### src/rtl/coeff_bank_loader_if.sv
`default_nettype none
// ============================================================================
// coeff_bank_loader_if : host command, coefficient stream and FIR update bundle
// Rev 1.0
// ============================================================================
interface coeff_bank_loader_if;
  logic        cmd_valid;
  logic        cmd_ready;
  logic [1:0]  cmd_axis;
  logic [1:0]  cmd_bank;
  logic        cmd_swap;
  logic        data_valid;
  logic        data_ready;
  logic [15:0] data_value;
  logic        available;
  logic        update_en;
  logic [1:0]  update_axis;
  logic [1:0]  update_bank;
  logic [3:0]  update_index;
  logic [15:0] update_value;
  logic [1:0]  x_bank;
  logic [1:0]  y_bank;
  logic [1:0]  z_bank;
  logic        busy;
  logic        done;
  logic        err;
  logic [1:0]  err_code;

  modport slave (
    input  cmd_valid, cmd_axis, cmd_bank, cmd_swap,
    input  data_valid, data_value, available,
    output cmd_ready, data_ready,
    output update_en, update_axis, update_bank, update_index, update_value,
    output x_bank, y_bank, z_bank,
    output busy, done, err, err_code
  );

  modport master (
    output cmd_valid, cmd_axis, cmd_bank, cmd_swap,
    output data_valid, data_value, available,
    input  cmd_ready, data_ready,
    input  update_en, update_axis, update_bank, update_index, update_value,
    input  x_bank, y_bank, z_bank,
    input  busy, done, err, err_code
  );
endinterface
`default_nettype wire

### src/rtl/coeff_bank_loader.sv
`default_nettype none
// ============================================================================
// coeff_bank_loader : streams 16 FIR coefficients into a non-live bank and
//                     optionally makes it live between samples
// Rev 1.0
// ============================================================================
module coeff_bank_loader #(
  parameter int         TIMEOUT      = 1000,
  parameter logic [1:0] X_RESET_BANK = 2'd0,
  parameter logic [1:0] Y_RESET_BANK = 2'd0,
  parameter logic [1:0] Z_RESET_BANK = 2'd0
) (
  input  logic               sys_clk,
  input  logic               rst_n,
  coeff_bank_loader_if.slave bus
);

  localparam int              c_TW        = (TIMEOUT > 1) ? $clog2(TIMEOUT) : 1;
  localparam logic [c_TW-1:0] c_IDLE_MAX  = c_TW'(TIMEOUT - 1);
  localparam logic [1:0]      c_ERR_AXIS  = 2'd1;
  localparam logic [1:0]      c_ERR_LIVE  = 2'd2;
  localparam logic [1:0]      c_ERR_TMO   = 2'd3;

  typedef enum logic [1:0] {
    IDLE      = 2'd0,
    LOAD      = 2'd1,
    SWAP_WAIT = 2'd2,
    DONE      = 2'd3
  } state_t;

  state_t          r_state;
  logic [1:0]      r_axis;
  logic [1:0]      r_bank;
  logic            r_swap;
  logic [3:0]      r_beat;
  logic [c_TW-1:0] r_idle;
  logic [1:0]      w_cur_bank;

  // Live bank of the axis named by the incoming command, for the legality check
  always_comb begin
    w_cur_bank = bus.x_bank;
    case (bus.cmd_axis)
      2'd2:    w_cur_bank = bus.y_bank;
      2'd3:    w_cur_bank = bus.z_bank;
      default: w_cur_bank = bus.x_bank;
    endcase
  end

  assign bus.cmd_ready  = rst_n && (r_state == IDLE);
  assign bus.data_ready = (r_state == LOAD);
  assign bus.busy       = (r_state != IDLE);

  always_ff @(posedge sys_clk) begin
    if (!rst_n) begin
      r_state          <= IDLE;
      r_axis           <= 2'd0;
      r_bank           <= 2'd0;
      r_swap           <= 1'b0;
      r_beat           <= 4'd0;
      r_idle           <= '0;
      bus.update_en    <= 1'b0;
      bus.update_axis  <= 2'd0;
      bus.update_bank  <= 2'd0;
      bus.update_index <= 4'd0;
      bus.update_value <= 16'd0;
      bus.x_bank       <= X_RESET_BANK;
      bus.y_bank       <= Y_RESET_BANK;
      bus.z_bank       <= Z_RESET_BANK;
      bus.done         <= 1'b0;
      bus.err          <= 1'b0;
      bus.err_code     <= 2'd0;
    end else begin
      bus.update_en <= 1'b0;
      bus.done      <= 1'b0;
      bus.err       <= 1'b0;
      case (r_state)
        IDLE: begin
          if (bus.cmd_valid) begin
            r_axis <= bus.cmd_axis;
            r_bank <= bus.cmd_bank;
            r_swap <= bus.cmd_swap;
            if (bus.cmd_axis == 2'd0) begin
              bus.err      <= 1'b1;
              bus.err_code <= c_ERR_AXIS;
            end else if (bus.cmd_bank == w_cur_bank) begin
              bus.err      <= 1'b1;
              bus.err_code <= c_ERR_LIVE;
            end else begin
              r_state <= LOAD;
              r_beat  <= 4'd0;
              r_idle  <= '0;
            end
          end
        end
        LOAD: begin
          if (bus.data_valid) begin
            bus.update_en    <= 1'b1;
            bus.update_axis  <= r_axis;
            bus.update_bank  <= r_bank;
            bus.update_index <= r_beat;
            bus.update_value <= bus.data_value;
            r_beat           <= r_beat + 4'd1;
            r_idle           <= '0;
            if (r_beat == 4'd15) begin
              if (r_swap) begin
                r_state <= SWAP_WAIT;
              end else begin
                r_state  <= DONE;
                bus.done <= 1'b1;
              end
            end
          end else if (r_idle == c_IDLE_MAX) begin
            // Partial writes stay in the inactive bank; the live select is untouched
            r_state      <= IDLE;
            bus.err      <= 1'b1;
            bus.err_code <= c_ERR_TMO;
          end else begin
            r_idle <= r_idle + 1'b1;
          end
        end
        SWAP_WAIT: begin
          if (bus.available) begin
            case (r_axis)
              2'd1:    bus.x_bank <= r_bank;
              2'd2:    bus.y_bank <= r_bank;
              2'd3:    bus.z_bank <= r_bank;
              default: ;
            endcase
            r_state  <= DONE;
            bus.done <= 1'b1;
          end
        end
        DONE:    r_state <= IDLE;
        default: r_state <= IDLE;
      endcase
    end
  end

endmodule
`default_nettype wire

### src/flat_wrapper.sv
// flat-port wrapper written by rule: the top's interface ports become plain ports
module coeff_bank_loader_flat 
#(
  parameter int         TIMEOUT      = 1000,
  parameter logic [1:0] X_RESET_BANK = 2'd0,
  parameter logic [1:0] Y_RESET_BANK = 2'd0,
  parameter logic [1:0] Z_RESET_BANK = 2'd0
)
  (sys_clk, rst_n, bus_cmd_valid, bus_cmd_axis, bus_cmd_bank, bus_cmd_swap, bus_data_valid, bus_data_value, bus_available, bus_cmd_ready, bus_data_ready, bus_update_en, bus_update_axis, bus_update_bank, bus_update_index, bus_update_value, bus_x_bank, bus_y_bank, bus_z_bank, bus_busy, bus_done, bus_err, bus_err_code);
  coeff_bank_loader_if bus_i ();
  input  logic sys_clk;
  input  logic rst_n;
  input wire logic [$bits(bus_i.cmd_valid)-1:0] bus_cmd_valid;
  input wire logic [$bits(bus_i.cmd_axis)-1:0] bus_cmd_axis;
  input wire logic [$bits(bus_i.cmd_bank)-1:0] bus_cmd_bank;
  input wire logic [$bits(bus_i.cmd_swap)-1:0] bus_cmd_swap;
  input wire logic [$bits(bus_i.data_valid)-1:0] bus_data_valid;
  input wire logic [$bits(bus_i.data_value)-1:0] bus_data_value;
  input wire logic [$bits(bus_i.available)-1:0] bus_available;
  output wire logic [$bits(bus_i.cmd_ready)-1:0] bus_cmd_ready;
  output wire logic [$bits(bus_i.data_ready)-1:0] bus_data_ready;
  output wire logic [$bits(bus_i.update_en)-1:0] bus_update_en;
  output wire logic [$bits(bus_i.update_axis)-1:0] bus_update_axis;
  output wire logic [$bits(bus_i.update_bank)-1:0] bus_update_bank;
  output wire logic [$bits(bus_i.update_index)-1:0] bus_update_index;
  output wire logic [$bits(bus_i.update_value)-1:0] bus_update_value;
  output wire logic [$bits(bus_i.x_bank)-1:0] bus_x_bank;
  output wire logic [$bits(bus_i.y_bank)-1:0] bus_y_bank;
  output wire logic [$bits(bus_i.z_bank)-1:0] bus_z_bank;
  output wire logic [$bits(bus_i.busy)-1:0] bus_busy;
  output wire logic [$bits(bus_i.done)-1:0] bus_done;
  output wire logic [$bits(bus_i.err)-1:0] bus_err;
  output wire logic [$bits(bus_i.err_code)-1:0] bus_err_code;
  assign bus_i.cmd_valid = bus_cmd_valid;
  assign bus_i.cmd_axis = bus_cmd_axis;
  assign bus_i.cmd_bank = bus_cmd_bank;
  assign bus_i.cmd_swap = bus_cmd_swap;
  assign bus_i.data_valid = bus_data_valid;
  assign bus_i.data_value = bus_data_value;
  assign bus_i.available = bus_available;
  assign bus_cmd_ready = bus_i.cmd_ready;
  assign bus_data_ready = bus_i.data_ready;
  assign bus_update_en = bus_i.update_en;
  assign bus_update_axis = bus_i.update_axis;
  assign bus_update_bank = bus_i.update_bank;
  assign bus_update_index = bus_i.update_index;
  assign bus_update_value = bus_i.update_value;
  assign bus_x_bank = bus_i.x_bank;
  assign bus_y_bank = bus_i.y_bank;
  assign bus_z_bank = bus_i.z_bank;
  assign bus_busy = bus_i.busy;
  assign bus_done = bus_i.done;
  assign bus_err = bus_i.err;
  assign bus_err_code = bus_i.err_code;
  coeff_bank_loader #(.TIMEOUT(TIMEOUT), .X_RESET_BANK(X_RESET_BANK), .Y_RESET_BANK(Y_RESET_BANK), .Z_RESET_BANK(Z_RESET_BANK)) u_core (.sys_clk(sys_clk), .rst_n(rst_n), .bus(bus_i));
endmodule
### config.mk
export PLATFORM = sky130hd
export DESIGN_NAME = coeff_bank_loader_flat
export DESIGN_NICKNAME = d
export VERILOG_FILES = /design/src/rtl/coeff_bank_loader_if.sv /design/src/rtl/coeff_bank_loader.sv /design/src/flat_wrapper.sv
export SDC_FILE = /design/constraint.sdc
export NUM_CORES = 1
export LEC_CHECK = 0
export CAP_MARGIN = 20
export CORE_MARGIN = 5
export CORE_UTILIZATION = 44
export CTS_BUF_LIST = sky130_fd_sc_hd__clkbuf_16
export CTS_CLUSTER_DIAMETER = 40
export DETAILED_ROUTE_END_ITERATION = 12
export GPL_ROUTABILITY_DRIVEN = 0
export PLACE_DENSITY_LB_ADDON = 0.25
export REMOVE_ABC_BUFFERS = 1
export SLEW_MARGIN = 30
export SYNTH_ARGS = -nofsm -noshare
export SYNTH_HDL_FRONTEND = slang
export SYNTH_SLANG_ARGS = --single-unit
export TNS_END_PERCENT = 100
### constraint.sdc
create_clock -name sys_clk -period 1.85 [get_ports sys_clk]
set_clock_uncertainty 0.05 [all_clocks]
set_input_delay 0.37 -clock sys_clk [delete_from_list [all_inputs] [get_ports sys_clk]]
set_output_delay 0.37 -clock sys_clk [all_outputs]
set_load 0.005 [all_outputs]
== Word-level counts from Yosys, hierarchy flattened ==
Cells that the tools add are included.
Cells by class
  add/subtract/negate cells: 2
  equal/unequal tests: 22
  muxes and demuxes: 39
  reductions and logical operators: 15
Operator list (number)
  10-bit 2-to-1 mux: 5
  2-bit 2-to-1 mux: 12
  10-bit case mux with 2 select lines: 1
  4-bit 2-to-1 mux: 4
  5-bit AND reduction: 3
  2-bit equality test, second input constant: 6
  2-bit inequality test, second input constant: 6
  1-bit 2-to-1 mux: 11
  10-bit by 1-bit adder with 10-bit output, second input constant: 1
  10-bit equality test, second input constant: 1
  3-bit AND reduction: 3
  2-bit case mux with 2 select lines: 2
  2-bit case mux with 4 select lines: 1
  4-bit case mux with 2 select lines: 1
  3-bit by 2-bit inequality test with 1-bit output, second input constant: 2
  3-bit inequality test, second input constant: 2
  2-bit AND reduction: 3
  6-bit AND reduction: 1
  4-bit by 1-bit adder with 4-bit output, second input constant: 1
  2-bit by 1-bit equality test with 1-bit output, second input constant: 2
  4-bit equality test, second input constant: 1
  2-bit zero test: 2
  1-bit case mux with 2 select lines: 2
  2-bit nonzero test: 2
  3 further kinds: 3
Storage, ports and cells
  flip-flop bits (word level): 56

== Longest topological paths before layout ==
  depth after elaboration: 7
  mapped depth: 8
  depth with buffers taken out: 7

== Worst setup path after synthesis ==
No wires, ideal clock.
  kind: reg-to-reg
  start point: reg u_core.r_state[0]
  end point: reg u_core.r_beat[1]
  library setup time: 0.117 ns
  data arrival time: 1.815 ns
  data required time: 1.683 ns
  setup slack: -0.133 ns
  cell stages (with the launch flop): 9
  path buffers: 1
  period minus slack after synthesis: 1.983 ns
  path through: dfxtp_1 inv_1 ha_1 nand2_1 a311oi_1 o21a_1 clkbuf_1 o21ai_0 a32o_1
On the way
  cells in the longest elaborated chain, start to end: 3
Ends and longest elaborated chain
  from (decl): RTL line coeff_bank_loader.sv:31  | state_t r_state;
  from (signal assigned): RTL line coeff_bank_loader.sv:55  | r_state <= IDLE;
  from (signal assigned): RTL line coeff_bank_loader.sv:89  | r_state <= LOAD;
  from (signal assigned): RTL line coeff_bank_loader.sv:106  | r_state <= SWAP_WAIT;
  2-bit by 1-bit equality test with 1-bit output or 2-bit zero test (tied branches): RTL line coeff_bank_loader.sv:76  | case (r_state)
  2-bit inequality test (no source line) or 2-bit nonzero test (tied branches)
  5-bit AND reduction (no source line)
  to (signal assigned): RTL line coeff_bank_loader.sv:102  | r_beat <= r_beat + 4'd1;
  to (decl): RTL line coeff_bank_loader.sv:35  | logic [3:0] r_beat;
Several ways; a longest one is shown, not always the timed one.
A chain may end at the register's enable or synchronous reset.

== Worst setup path after layout ==
  start point: in bus_cmd_axis[0]
  end point: reg u_core.bus.err_code[0]
On the way
  cells in the longest elaborated chain, start to end: 5
Ends and longest elaborated chain
  from (decl): RTL line flat_wrapper.sv:14  | input wire logic [$bits(bus_i.cmd_axis)-1:0] bus_cmd_axis;
  2-bit equality test: RTL line coeff_bank_loader.sv:42  | case (bus.cmd_axis)
  2-bit case mux with 2 select lines: RTL line coeff_bank_loader.sv:42
  2-bit equality test: RTL line coeff_bank_loader.sv:85  | end else if (bus.cmd_bank == w_cur_bank) begin
  3-bit inequality test (no source line)
  5-bit AND reduction (no source line)
  to (signal assigned): RTL line coeff_bank_loader.sv:84  | bus.err_code <= c_ERR_AXIS;
  to (signal assigned): RTL line coeff_bank_loader.sv:87  | bus.err_code <= c_ERR_LIVE;
  to (signal assigned): RTL line coeff_bank_loader.sv:116  | bus.err_code <= c_ERR_TMO;
  to (decl): RTL line coeff_bank_loader_if.sv:35  | output busy, done, err, err_code
Several ways; a longest one is shown, not always the timed one. The select of a mux whose other input is x is not followed.

==> flow_metrics.py <==
metrics = {
    "die": {
        "initial_core_util": 0.4561,
        "io_pins": 64,
        "die_x_um": 86.02,
        "die_h_um": 86.02,
        "fp.coreArea_um2": 5574,
        "row_count": 27,
        "die-area_um2": 7399,
    },
    "sta": {
        "hold_slack_ns": 0.4040,
        "rsz0062_at_grt": "yes",
        "fmax_ghz": 0.5643,
        "maxSlewViolCount": 0,
        "slew_headroom": 0.7818,
        "post-route-min-period_ns": 1.772,
        "finalCritPeriodShare": 0.9579,
        "timing.final.hold_violations": 0,
        "setup_violations": 0,
        "tightest_slew_ns": 0.3232,
    },
    "yosys": {
        "synth_area_um2": 2542,
        "synth_cell_type_count": 40,
        "synth_warnings": 0,
        "syn_area_per_cell_um2": 8.201,
        "synth_seq_cells": 56,
        "seq_area_frac_synth": 0.4409,
        "syn_inst": 310,
    },
    "global_routing": {
        "grt_overflow": 0,
        "antenna_found_initial": 0,
        "grt_max_degree": 32,
        "grt_pass1_vias": 2447,
        "grt_pass1_wl_um": 11430,
        "gr-usage-all-layers": 0.1926,
    },
    "cts": {
        "htreeDepth": 2,
        "clkLatencyLatePin_ns": 0.29,
        "cts_buffers": 5,
        "cts_root_buf": "clkbuf_16",
        "cts_sinks": 56,
        "cts.clk_slew.worst_paths_ns": 0.07,
        "ctsHoldBuffers": 0,
        "cts_max_path_buffers": 2,
        "cts_tree": "built",
    },
    "worst_setup_path": {
        "crit_family": "buffers and inverters",
        "crit_path_max_incr_delay_ns": 0.25,
        "cp_slowest_cell": "mux2i_4",
        "arrival_ns": 1.89,
        "crit_chain": "clkdlybuf4s15_1, buf_4, mux2i_4, xnor2_2, o22ai_2, buf_4, buf_4, a311oi_1, o22ai_1",
        "worst-path-buf-inv": 4,
        "worstPathMaxFanout": 4,
        "worst-setup-path-type": "input port to flop",
        "start_kind": "input port",
        "cp_data_required_time_ns": 1.97,
        "crit_path_end_kind": "flop",
        "path_common_cell": "buf_4",
    },
    "hold_path": {
        "min_path_type": "flop to flop",
    },
    "route": {
        "via_per_inst": 5.247,
        "drt_iter0_drc": 122,
        "drt-total-wl_um": 7000,
        "wl_per_cell_um": 14.43,
        "dr.pass1.iters": 4,
        "postRouteAntennaNets": 0,
        "num_vias": 2545,
        "drc": 0,
    },
    "status": {
        "status": "finished clean",
    },
    "final_layout": {
        "final_common_cell": "nand2_1",
        "nNetsFinal": 443,
        "final_cell_mix": "nand2_1, clkdlybuf4s50_1, dfxtp_1, buf_4, a21oi_1",
        "fill_cells": 439,
        "fin_cells": 485,
        "area_growth_pct": 51.87,
        "num_antenna_cells": 0,
        "drive_gt1_frac": 0.1985,
    },
    "placed_design": {
        "detailed_place_hpwl_um": 5102,
        "numPortBuffers": 63,
        "dpl.cell_count": 475,
    },
    "job": {
        "maxCapViolCount": 0,
    },
    "power_and_ir_drop": {
        "p_leak_nw": 1.502,
        "total_power_mw": 3.040,
        "ir_drop_mv": 0.3726,
        "power.density_nw_per_um2": 787.4,
    },
}
## sequential cells by signal (all words and copies together) (netlist names), named ones only
name / cells
u_core.bus.update_value: 16
u_core.r_idle: 10
u_core.bus.update_index: 4
u_core.r_beat: 4
u_core.bus.err_code: 2
u_core.bus.update_axis: 2
u_core.bus.update_bank: 2
u_core.bus.x_bank: 2
u_core.bus.y_bank: 2
u_core.bus.z_bank: 2
u_core.r_axis: 2
u_core.r_bank: 2
u_core.bus.done: 1
u_core.bus.err: 1
u_core.bus.update_en: 1
u_core.r_state: 1
u_core.r_swap: 1
## worst reg2reg max path: cells and delay by family (launching register included)
kind	cells	cell delay (ns)
buffers and inverters	1	0.16
multiplexers	3	0.83
AO/OA/AOI/OAI	2	0.31
flip-flops	1	0.32
## metal layers
layer,wire length [um],GRT usage
met4,165,0.07050
met2,3519,0.3287
met3,448,0.04227
met1,2867,0.2365
met5,0,0
## path summary, 6_finish.rpt
check / cells past startpoint / slack, ns / endpoint / start
min: 2 / 0.40 / u_core.bus.update_value[13] / u_core.bus.update_value[13]
min reg2reg: 2 / 0.40 / u_core.bus.update_value[13] / u_core.bus.update_value[13]
max reg2reg: 6 / 0.11 / u_core.r_idle[4] / u_core.bus.z_bank[1]
max: 9 / 0.08 / u_core.bus.err_code[0] / bus_cmd_axis[0]
## cells by family (layout without fill, tap and decap cells)
logic type	count (synthesis)	in the layout	synth area share
AO/OA/AOI/OAI	72	72	0.1831
adder cells (fa/ha/maj)	5	5	0.02461
AND/OR/NAND/NOR	133	133	0.2431
buffers and inverters	27	130	0.04035
multiplexers	14	14	0.05758
XOR/XNOR	3	3	0.01034
flip-flops	56	56	0.4409
## per-stage QoR
step | utilization | cell area [um2] | setup TNS (ns) | setup WS (ns)
floorplan | - | 2481 | -3.155 | -0.2999
global placement | 0.6386 | 3560 | -8.871 | -0.5980
detailed placement | 0.6386 | 3560 | -9.411 | -0.6106
CTS | 0.6815 | 3799 | 0 | 0.01265
global route | 0.6927 | 3861 | 0 | 0.007591
finish | 0.6927 | 3861 | 0 | 0.07789
## power by group
group          internal (mW)  switching (mW)  total, mW
Combinational          0.358           0.329      0.687
Clock                  0.636           0.421       1.06
Sequential              1.26          0.0372       1.30
## synth_stat cells
master	count	area (um2)
mux2i_1	12	120.1
a21boi_0	2	15.01
a31o_2	2	17.52
o221a_2	1	11.26
a221oi_2	1	15.01
inv_1	11	41.29
nand2b_1	8	50.05
nor3_1	1	5.000
mux2_2	1	11.26
nor2_1	15	56.30
clkbuf_1	15	56.30
o21a_1	2	15.01
nand4_1	5	31.28
a211oi_1	1	7.510
and2_1	4	25.02
or3_1	2	12.51
nor4bb_1	1	10.01
o311ai_0	2	17.52
a21oi_1	33	165.2
o211ai_1	2	15.01
mux2_4	1	15.01
or2_0	1	6.260
nand2_1	72	270.3
ha_1	5	62.56
nand4b_1	3	26.28
xnor2_1	3	26.28
nor4_1	1	6.260
nor2b_1	2	12.51
a32o_1	3	30.03
o22ai_1	8	50.05
a311oi_1	2	17.52
nand3_1	9	45.04
a31oi_1	1	6.260
nor3b_1	2	15.01
buf_2	1	5.000
o2bb2ai_1	6	52.55
and3_1	6	37.54
o21ai_0	6	30.03
and4_1	1	8.760
dfxtp_1	56	1121
## layout make-up
| type | count | area, um2 | share of cell area |
|---|---|---|---|
| multi-input cells | 227 | 1429 | 0.3701 |
| flip-flops and latches | 56 | 1125 | 0.2913 |
| repair buffers | 111 | 1003 | 0.2599 |
| clock buffers | 5 | 125.1 | 0.03240 |
| well taps | 72 | 90.09 | 0.02333 |
| inverters | 11 | 46.29 | 0.01199 |
| clock inverters | 3 | 42.54 | 0.01102 |
## what timing repair did
item                                    CTS  global route
resized for setup                        26            14
endpoints found under the setup margin   22            10
setup buffers                             2             0
pin swaps                                 4             3
Note: power is estimated with default switching activity, not from simulation.
